**config.mk**
```make
export PLATFORM = sky130hd
export DESIGN_NAME = inst_fetch
export DESIGN_NICKNAME = d
export VERILOG_FILES = /design/src/rtl/inst_fetch.sv
export SDC_FILE = /design/constraint.sdc
export NUM_CORES = 1
export LEC_CHECK = 0
export BUFFER_PORTS_ARGS = -buffer_cell sky130_fd_sc_hd__buf_4
export CORE_MARGIN = 2
export CORE_UTILIZATION = 50
export CTS_CLUSTER_SIZE = 12
export DETAILED_ROUTE_END_ITERATION = 7
export GPL_ROUTABILITY_DRIVEN = 0
export GPL_TIMING_DRIVEN = 0
export PLACE_DENSITY_LB_ADDON = 0.25
export SLEW_MARGIN = 10
export SYNTH_ARGS = -nofsm -noshare
export SYNTH_HDL_FRONTEND = slang
export SYNTH_SLANG_ARGS = --single-unit
```
**constraint.sdc**
```tcl
create_clock -name clk -period 1.9 [get_ports clk]
set_input_delay 0.095 -clock clk [delete_from_list [all_inputs] [get_ports clk]]
set_output_delay 0.095 -clock clk [all_outputs]
set_load 0.03 [all_outputs]
```
**src/rtl/inst_fetch.sv**
```systemverilog
// Instruction fetch stage: owns the PC, fetches over a req/ack bus and presents
// registered {valid, pc, inst} to decode, with one-word stall buffering and redirect flush.
module inst_fetch #(
    parameter logic [31:0] RESET_PC = 32'h8000_0000,
    parameter logic [31:0] NOP_INST = 32'h0000_0013
) (
    input  logic        clk,
    input  logic        rst,
    input  logic        stall,
    input  logic        redirect_valid,
    input  logic [31:0] redirect_pc,
    output logic        ibus_req,
    output logic [31:0] ibus_addr,
    input  logic        ibus_ack,
    input  logic [31:0] ibus_rdata,
    output logic        if_valid,
    output logic [31:0] if_pc,
    output logic [31:0] if_inst
);

    typedef enum logic [1:0] {
        FETCH   = 2'd0,
        HOLD    = 2'd1,
        DISCARD = 2'd2
    } state_t;

    state_t      state_q, state_d;
    logic [31:0] pc_q, pc_d;
    logic [31:0] target_q, target_d;
    logic [31:0] hold_inst_q, hold_inst_d;
    logic [31:0] hold_pc_q, hold_pc_d;
    logic        valid_q, valid_d;
    logic [31:0] if_pc_q, if_pc_d;
    logic [31:0] if_inst_q, if_inst_d;

    logic [31:0] redirect_tgt;
    logic [31:0] pc_inc;

    assign redirect_tgt = {redirect_pc[31:2], 2'b00};
    assign pc_inc       = pc_q + 32'd4;

    // DISCARD keeps requesting the stale address so the bus transaction can complete.
    assign ibus_req  = !rst && (state_q != HOLD);
    assign ibus_addr = pc_q;

    assign if_valid = valid_q;
    assign if_pc    = if_pc_q;
    assign if_inst  = if_inst_q;

    // NOTE: every next-value gets its hold default first so no path infers a latch.
    always_comb begin
        state_d     = state_q;
        pc_d        = pc_q;
        target_d    = target_q;
        hold_inst_d = hold_inst_q;
        hold_pc_d   = hold_pc_q;
        valid_d     = valid_q;
        if_pc_d     = if_pc_q;
        if_inst_d   = if_inst_q;

        case (state_q)
            FETCH: begin
                if (redirect_valid) begin
                    valid_d   = 1'b0;
                    if_inst_d = NOP_INST;
                    if (ibus_ack) begin
                        pc_d = redirect_tgt;
                    end else begin
                        // pc_q must stay put while the stale request is still open.
                        target_d = redirect_tgt;
                        state_d  = DISCARD;
                    end
                end else if (ibus_ack) begin
                    pc_d = pc_inc;
                    if (stall) begin
                        hold_inst_d = ibus_rdata;
                        hold_pc_d   = pc_q;
                        state_d     = HOLD;
                    end else begin
                        valid_d   = 1'b1;
                        if_pc_d   = pc_q;
                        if_inst_d = ibus_rdata;
                    end
                end else if (!stall) begin
                    valid_d   = 1'b0;
                    if_inst_d = NOP_INST;
                end
            end

            HOLD: begin
                if (redirect_valid) begin
                    valid_d   = 1'b0;
                    if_inst_d = NOP_INST;
                    pc_d      = redirect_tgt;
                    state_d   = FETCH;
                end else if (!stall) begin
                    valid_d   = 1'b1;
                    if_pc_d   = hold_pc_q;
                    if_inst_d = hold_inst_q;
                    state_d   = FETCH;
                end
            end

            DISCARD: begin
                valid_d   = 1'b0;
                if_inst_d = NOP_INST;
                if (redirect_valid) begin
                    target_d = redirect_tgt;
                end
                if (ibus_ack) begin
                    pc_d    = redirect_valid ? redirect_tgt : target_q;
                    state_d = FETCH;
                end
            end

            default: state_d = FETCH;
        endcase
    end

    // NOTE: sequential state uses non-blocking assignments so all registers update together.
    always_ff @(posedge clk) begin
        if (rst) begin
            state_q     <= FETCH;
            pc_q        <= RESET_PC;
            target_q    <= '0;
            hold_inst_q <= '0;
            hold_pc_q   <= '0;
            valid_q     <= 1'b0;
            if_pc_q     <= '0;
            if_inst_q   <= NOP_INST;
        end else begin
            state_q     <= state_d;
            pc_q        <= pc_d;
            target_q    <= target_d;
            hold_inst_q <= hold_inst_d;
            hold_pc_q   <= hold_pc_d;
            valid_q     <= valid_d;
            if_pc_q     <= if_pc_d;
            if_inst_q   <= if_inst_d;
        end
    end

    // An ack without an outstanding request is a bus protocol violation.
    ack_needs_req: assert property (@(posedge clk) disable iff (rst) !(ibus_ack && !ibus_req));

endmodule

```
Word level (Yosys, flattened, before mapping)
Cells that the tools add are included.
- register bits after elaboration: 195
- latch bits: 0
- RAM bits: 0
- memory bits (read-only): 0
- input bits: 69
- output and inout bits: 98
- word-level logic and storage cells: 78
- memories: 0
- add/sub/neg operators: 1
- $mul: 0
- divide/modulo/power cells: 0
- $lt $le $gt $ge: 0
- eq/ne operators: 18
- shift-type cells: 0
- mux-type cells: 37
- bitwise operators: 1
- reduce and logical (&&, ||, !) cells: 13
- operators by type and width (kind ; count):
    $mux 32 ; 19
    $pmux 32 s3 ; 2
    $pmux 32 s2 ; 2
    $add 32x3->32 const B ; 1
    $ne 2x2->1 const B ; 9
    $ne 3x3->1 const B ; 5
    $mux 2 ; 7
    $reduce_and 4->1 ; 2
    $pmux 2 s3 ; 1
    $reduce_and 3->1 ; 2
    $reduce_and 6->1 ; 1
    $mux 1 ; 5
    $reduce_and 5->1 ; 1
    $ne 4x4->1 const B ; 1
    $reduce_bool 2->1 ; 2
    $pmux 1 s3 ; 1
    $reduce_bool 3->1 ; 1
    $eq 2x1->1 const B ; 1
    $eq 2x2->1 const B ; 1
    $logic_not 2->1 ; 1
    $ne 2x1->1 const B ; 1
    $reduce_and 2->1 ; 1
    $logic_and 1x1->1 ; 1
    $logic_not 1->1 ; 1
    $not 1->1 ; 1

Logic depth before layout (Yosys ltp)
Gate-level depths: netlist (run 1).
- depth in word-level cells: 4
- gate-level depth with buffers: 10

Worst setup path before layout (run 1)
OpenSTA, ideal clock, no wires.
- path kind: reg-to-reg
- from: register state_q[0]
- to: register pc_q[12], in the netlist ibus_addr[12]
- arrival: 1906 ps
- required time: 1772 ps
- path slack: -134 ps
- cell stages (with the launch flop): 10
- clock period less this slack: 2034 ps
- path through: dfxtp_1 > inv_1 > ha_1 > clkbuf_2 > and2_0 > o21bai_2 > buf_4 > a222oi_1 > a2bb2oi_1 > nor2_1
- longest elaborated chain between the ends: 3
- ends and longest elaborated chain (what ; RTL line ; source):
    start: declaration ; 27 ; state_t state_q, state_d;
    start signal: assignment ; 132 ; state_q <= state_d;
    $eq 2x1->1, or another cell as far along ; 61 ; case (state_q)
    $ne 2x2->1 (no source line) or $reduce_bool 3->1 (tied branches) ; n/a ;
    $reduce_and 4->1 (no source line) ; n/a ;
    end signal: assignment ; 133 ; pc_q <= pc_d;
    end: declaration ; 28 ; logic [31:0] pc_q, pc_d;
Several ways; a longest one is shown, not always the timed one.
A chain may end at the register's enable or synchronous reset.

Worst setup path in the final report (run 1)
- from: register state_q[1]
- to: register pc_q[12], in the netlist ibus_addr[12]
The elaborated chain is that of the path after synthesis.

==> summary.md, run 1 <==
| Metric | Value |
|---|---|
| Routed len/inst | `19.5 um` |
| Number of global-route vias before repair | `8643` |
| Mapped Area | `0.00891 mm2` |
| Setup TNS Final | `-990 ps` |
| Max cap viols | `0` |
| Worst EP required | `2210 ps` |
| Dpl hpwl | `20.0 mm` |
| CTS tree | `done` |
| CP max FO | `6` |
| Peak supply drop | `0.825 mV` |
| Hold_ws | `123 ps` |
| Vias per cell | `6.08` |
| Critical Path, Cell by Cell | `inv_4 -> ha_4 -> nor2b_4 -> o21bai_4 -> buf_6 -> a222oi_1 -> a2bb2oi_1 -> nor2_1` |
| Adder-Cell Fraction of Synth Area | `0.702%` |
| Max Slew Vio Count | `0` |
| Async S/R FF share, synth | `0%` |
| Crit share post-route | `106%` |
| Failing checks | `design-rule violations, negative setup slack` |
| Actual slew at the worst max-slew pin | `659 ps` |
| Share of the synthesized area in the top cell type | `43.8%` |
| Cell taking the most area after synthesis | `dfxtp_1` |
| Synth cell types | `75` |
| Initial antenna violation count | `1` |
| TritonCTS Buffers | `17` |
| Clk pin slew, worst setup/hold paths | `70 ps` |
| Routed wire length | `31.2 mm` |
| RSZ-0062 raised after global routing | `true` |
| Largest net degree at the start of global routing | `18` |
| Setup Crit Path Kind | `reg -> reg` |
| Ys Warns | `0` |
| CTS Buffer Depth | `2` |
| Post-synth EDFFs | `0` |
| Final Power | `11.8 mW` |
| Cells after Synth | `1079` |
| CTS Root Cell | `clkbuf_16` |
| Layout cells sized above 1 | `26.3%` |
| Simple-Gate Fraction of Synth Area | `20.3%` |
| CP max-delay cell | `dfxtp_2` |
| Clk_lat worst skew | `460 ps` |
| First-pass GRT wire length | `45.4 mm` |
| Final Critical Period | `2010 ps` |
| Core area | `0.0174 mm2` |
| Mean Syn Cell Area | `8.26 um2` |
| I/O pins | `167` |
| Hold path startpoint | `stall` |
| Die height | `138 um` |
| Final Util | `71.9%` |
| Tot GR Track Use | `31.3%` |
| Nets | `1435` |
| Max-slew headroom | `56.1%` |
| Post-route DRC | `1` |
| Synth top area cells | `dfxtp_1, mux2i_1, nand2_1` |
| Routed Antenna Nets | `0` |
| Synth-to-Final Area Change | `39.9%` |
| Seq/Total Area, Yosys | `43.8%` |
| Total congestion overflow | `0` |
| H-tree Lvls | `4` |
| Clock Sinks | `195` |
| Hold Crit Class | `in -> reg` |
| Worst r2r src | `state_q[1]` |
| Most frequent cells after synthesis | `dfxtp_1, nand2_1, a21oi_1` |
| First drt pass iteration count | `8` |
| Filler Cells Inserted | `1286` |
| Mux share of post-synthesis cell area | `8.11%` |
| Yosys reg bits | `195` |
| Row cnt | `48` |
| Post-Synth XOR/XNOR Area | `0.393%` |
| Die area | `0.0189 mm2` |
| Setup ws final | `-112 ps` |
| Setup crit start | `state_q[1]` |
| Starting density of the core | `51.4%` |
| Number of cells after detailed placement | `1466` |
| Synth Area in Compound Gates | `21.4%` |
| Die Width | `138 um` |
| Crit. End Element | `register` |
| Final Skew | `14.0 ps` |
| Largest stage delay, worst path | `370 ps` |
| Fin cells | `1600` |
| Syn nets | `1153` |
| Drt first-iter violations | `1227` |
| Final Hold Viols | `0` |
| Max Clk Rate | `497 MHz` |
| Pwr dens | `943 mW/mm2` |
| Number of port buffers | `162` |
| Main combinational cell family by area after synthesis | `compound AO/OA/AOI/OAI gates` |
| Leak | `5.04 nW` |
| Status | `finished, violations left` |
| # setup viols final | `22` |
| Top_reg_cell synth | `dfxtp_1` |
| Cell with the most instances after synthesis | `dfxtp_1` |
| Crit path launch type | `register` |
| Total number of vias | `9720` |
| Data arrival time of the critical path | `2320 ps` |
## state kept, by name (all words and copies together), names as in the netlist
name         cells
if_inst         32
state_q          2
if_pc           32
hold_inst_q     32
hold_pc_q       32
ibus_addr       32
if_valid         1
target_q        32
## layout make-up
cell class                      count  area [um2]  area share [%]
Timing Repair Buffer              269        2250            18.0
Antenna cell                        1        2.50          0.0201
Tap cell                          225         282            2.26
Sequential cell                   195        3930            31.5
Buffer                             89         543            4.35
Multi-Input combinational cell    778        4820            38.6
Inverter                           11        58.8           0.471
Clock inverter                     12         140            1.12
Clock buffer                       20         457            3.66
## power breakdown
group | switching (mW) | internal (mW)
registers | 0.305 | 4.37
clock network | 1.69 | 2.04
logic | 1.96 | 1.40
total | 3.96 | 7.81
## cell families (layout without fill, tap and decap cells)
kind of cell               Yosys count  count (layout)
adders and majority gates            5               5
AOI/OAI and AO/OA                  293             294
buffers and inverters              107             401
muxes                               72              72
xor gates and xnor gates             4               4
other                                0               1
DFF                                195             195
and+or+nand+nor                    403             403
## cell usage in the layout (no fill, tap or decap), types with 5 or more instances in the layout
cell           instances
nor2_1               112
a211oi_1              36
buf_6                 16
inv_1                  6
o21ai_0               20
and3_1                10
clkbuf_2               8
buf_1                  8
a22oi_1               31
nand3_1               13
buf_2                 17
nor3_1                35
nor2_2                 5
a22o_1                 8
inv_6                  6
buf_12                 5
a31oi_1                5
dfxtp_1              183
clkbuf_4               7
nand2_1              176
mux2i_1               70
o21ai_1                7
o211ai_1               5
clkbuf_16             18
clkbuf_1              31
dlygate4sd3_1         62
dfxtp_2                9
a221oi_2               6
buf_4                202
nand4_1                6
a222oi_1               5
a21oi_1              120
## timing repair
| item | 4_1_cts | 5_1_grt |
|---|---|---|
| cloned | 2 | 2 |
| pin swaps | 18 | 17 |
| setup endpoints to repair | 189 | 114 |
| resized for setup | 75 | 79 |
| buffers inserted | 21 | 23 |
| endpoints found under the hold margin | 65 | 0 |
| hold buffers | 62 | 0 |
## critical path: cells and delay by family (launching register included)
kind | cells | cell delay [ps]
compound gates | 3 | 620
fa+ha+maj | 1 | 330
buf+inv | 2 | 230
flops | 1 | 370
simple gates | 2 | 320
## routing by layer
| metal | vias up | share of wire (%) | wire (um) | GRT usage, % |
|---|---|---|---|---|
| li1 | 4421 | - | - | - |
| met1 | 4536 | 39 | 12300 | 40.8 |
| met2 | 629 | 46 | 14400 | 50.3 |
| met3 | 134 | 11 | 3280 | 7.17 |
| met4 | 0 | 4.1 | 1270 | 12.0 |
| met5 | - | 0 | 0 | 0 |
## final timing paths
path,endpoint,slack [ps],cells past startpoint
hold / removal,if_pc[31],120,5
hold reg to reg,hold_pc_q[16],450,2
setup reg to reg,ibus_addr[12],-110,8
setup / recovery,ibus_addr[12],-110,8
## metrics by stage
stage | cell area, um2 | setup slack (ps)
2_1_floorplan | 8950 | 7.80
3_3_place_gp | 10400 | -458
3_5_place_dp | 10400 | -461
4_1_cts | 12100 | -42.3
5_1_grt | 12500 | -187
6_report | 12500 | -112
Power figures use the tool's default switching activity.
==> inputs of run 2 (changes only) <==
CORE_MARGIN = default   (was 2)
==> run 2 against run 1 <==
  * The run ends with negative setup slack left
  * Clock skew decreased by 3.8 ps
  * Sequential power about the same
  * Combinational power about the same
  * Register-to-register slack improved by 30 ps
  * Critical path depth increased by 2
  * Global-route usage increased by 0.91 points
  * Worst setup slack improved by 28 ps
  * Wire length decreased by 1.7%
  * Via count decreased by 0.28%
  * Power unchanged
  * Die area decreased by 2.9%
  * Critical path type unchanged
  * Critical endpoint is now ibus_addr[26]
  * Largest cell class unchanged
==> summary.md, run 2 (synthesis results as in run 1) <==
| Metric | Value |
|---|---|
| Status | `finished, violations left` |
| Failing checks | `negative setup slack` |
| RSZ-0062 raised after global routing | `true` |
| Setup TNS Final | `-758 ps (+232 ps)` |
| Number of global-route vias before repair | `8866 (+2.6%)` |
| Hold_ws | `104 ps (-19.1 ps)` |
| Combinational share of power | `28.9% (+0.3 points)` |
| Crit. End Element | `register` |
| TritonCTS Buffers | `17 (unchanged)` |
| Clk pin slew, worst setup/hold paths | `70 ps (about the same)` |
| Psw | `3.90 mW (-1.4%)` |
| Synth-to-Final Area Change | `41.4%` |
| Core area | `0.0174 mm2 (unchanged)` |
| Register share of total power | `39.6% (about the same)` |
| Clock Sinks | `195 (unchanged)` |
| Data arrival time of the critical path | `2310 ps (about the same)` |
| Setup Crit Path Kind | `reg -> reg` |
| Actual slew at the worst max-slew pin | `674 ps (+14.3 ps)` |
| CP max FO | `6 (unchanged)` |
| H-tree Lvls | `4 (unchanged)` |
| Drt first-iter violations | `988 (-19%)` |
| Clock share of power | `31.5% (-0.2 points)` |
| Top Family by Delay on Critical Path | `compound AO/OA/AOI/OAI gates` |
| Most frequent cells in the layout | `buf_4, dfxtp_1, nand2_1` |
| CTS Buffer Depth | `2 (unchanged)` |
| Most common cell after layout, fill and taps aside | `buf_4` |
| Antenna cells | `0 (-1)` |
| CTS Root Cell | `clkbuf_16` |
| Number of cells after detailed placement | `1466 (unchanged)` |
| Starting density of the core | `51.4% (unchanged)` |
| Final Skew | `10.2 ps (-3.77 ps)` |
| Setup ws final | `-84.2 ps (+27.7 ps)` |
| Largest stage delay, worst path | `370 ps (about the same)` |
| Die area | `0.0184 mm2 (-2.9%)` |
| Vias per cell | `6.06 (-0.28%)` |
| I/O pins | `167 (unchanged)` |
| CP max-delay cell | `dfxtp_4` |
| Max-slew headroom | `55.1% (-0.95 points)` |
| First-pass GRT wire length | `45.7 mm (+0.65%)` |
| Final Util | `72.6% (+0.74 points)` |
| Pwr dens | `933 mW/mm2 (-1.0%)` |
| Clk_lat worst skew | `450 ps (about the same)` |
| First drt pass iteration count | `6 (-2)` |
| Total congestion overflow | `0 (unchanged)` |
| Post-route DRC | `0 (-1)` |
| Critical Path, Cell by Cell | `buf_12 -> ha_4 -> buf_8 -> inv_6 -> nor3_4 -> buf_6 -> buf_8 -> a221oi_4 -> a31oi_1 -> o221a_1` |
| Setup WS pre-CTS | `-412 ps (+48.6 ps)` |
| Layout cells sized above 1 | `28.0% (+1.7 points)` |
| Die height | `136 um (-1.5%)` |
| Routed Antenna Nets | `0 (unchanged)` |
| Max Clk Rate | `504 MHz (+1.4%)` |
| Fin cells | `1600 (unchanged)` |
| Worst EP required | `2230 ps (+20 ps)` |
| WP buf/inv | `5 (+3)` |
| Tot GR Track Use | `32.2% (+0.91 points)` |
| Largest net degree at the start of global routing | `17 (-1)` |
| Final Critical Period | `1980 ps (-27.7 ps)` |
| Leak | `5.08 nW (+0.78%)` |
| Initial antenna violation count | `0 (-1)` |
| Row cnt | `48 (unchanged)` |
| Crit share post-route | `104% (-1.5 points)` |
| Die Width | `136 um (-1.5%)` |
| Total number of vias | `9693 (-0.28%)` |
| Final Hold Viols | `0 (unchanged)` |
| Routed wire length | `30.6 mm (-1.7%)` |
| Number of port buffers | `162 (unchanged)` |
| Crit path launch type | `register` |
| Hold Crit Class | `in -> reg` |
| Cell with the most instances on the worst path | `buf_8` |
| Nets | `1438 (+0.21%)` |
| CTS tree | `done` |
| Peak supply drop | `0.755 mV (-8.5%)` |
| # setup viols final | `21 (-4.5%)` |
| Max Slew Vio Count | `0 (unchanged)` |
| Dpl hpwl | `19.8 mm (-1.0%)` |
| Routed len/inst | `19.2 um (-1.7%)` |
| Sw frac | `33.2% (-0.47 points)` |
| Internal power | `7.86 mW (+0.71%)` |
| Max cap viols | `0 (unchanged)` |
[run 2: cell count changes in the layout (fill, tap and decap cells not counted), moves of 4 or more]
cell      before  now
a221oi_2       6    2
a22oi_1       31   25
a22oi_2        3    9
buf_6         16   21
dfxtp_1      183  177
dfxtp_2        9   16
[run 2: worst register-to-register path, cell delays in order (launching register included)]
cell and delay, ps:
dfxtp_4 370, buf_12 130, ha_4 170, buf_8 140
inv_6 60, nor3_4 30, buf_6 140, buf_8 150
a221oi_4 290, a31oi_1 130, o221a_1 270
[run 2: per-stage QoR]
stage | area (um2) | power (mW)
after floorplan | 8950 | 6.41
after global placement | 10400 | 7.33
after detailed placement | 10400 | 7.36
after CTS | 12200 | 11.4
after global routing | 12600 | 12.1
final | 12600 | 11.8
[run 2: worst paths after layout]
| kind | depth (start not counted) | slack (ps) | endpoint | from |
|---|---|---|---|---|
| max reg2reg | 10 | -80 | ibus_addr[26] | state_q[1] |
| max | 10 | -80 | ibus_addr[26] | state_q[1] |
| min | 3 | 100 | if_valid | stall |
| min reg2reg | 2 | 460 | hold_pc_q[3] | hold_pc_q[3] |
[run 2: repair_timing]
action                     in CTS  in global routing
buffers inserted               26                 20
cloned                          1                  0
hold endpoints to repair       65                  0
pin swaps                      17                 24
setup endpoints to repair     188                170
hold buffers                   62                  0
gates resized for setup        89                 92
[run 2: final cells by class]
type	instances	area [um2]
inverter	11	61.3
clock inverter	11	154
fill	1280	4750
tap	225	282
sequential	195	3930
timing repair buffer	271	2260
multi-input combinational	777	4920
buffer	91	561
clock buffer	19	433
[run 2: routing by layer]
metal / vias to the layer above / wire length, um / share of wire [%] / track usage, %
met5: - / 0 / 0 / 0
met4: 0 / 1140 / 3.7 / 14.6
met3: 124 / 3210 / 10 / 7.74
met2: 646 / 14100 / 46 / 50.6
met1: 4502 / 12200 / 40 / 41.6
li1: 4421 / - / - / -
[run 2: power by group through the flow]
stage	Clock, mW	Sequential [mW]	Combinational (mW)
6_report	3.70	4.66	3.40
5_1_grt	3.88	4.68	3.58
4_1_cts	3.69	4.61	3.05
3_5_place_dp	0	4.69	2.67
3_3_place_gp	0	4.68	2.64
2_1_floorplan	0	4.97	1.44
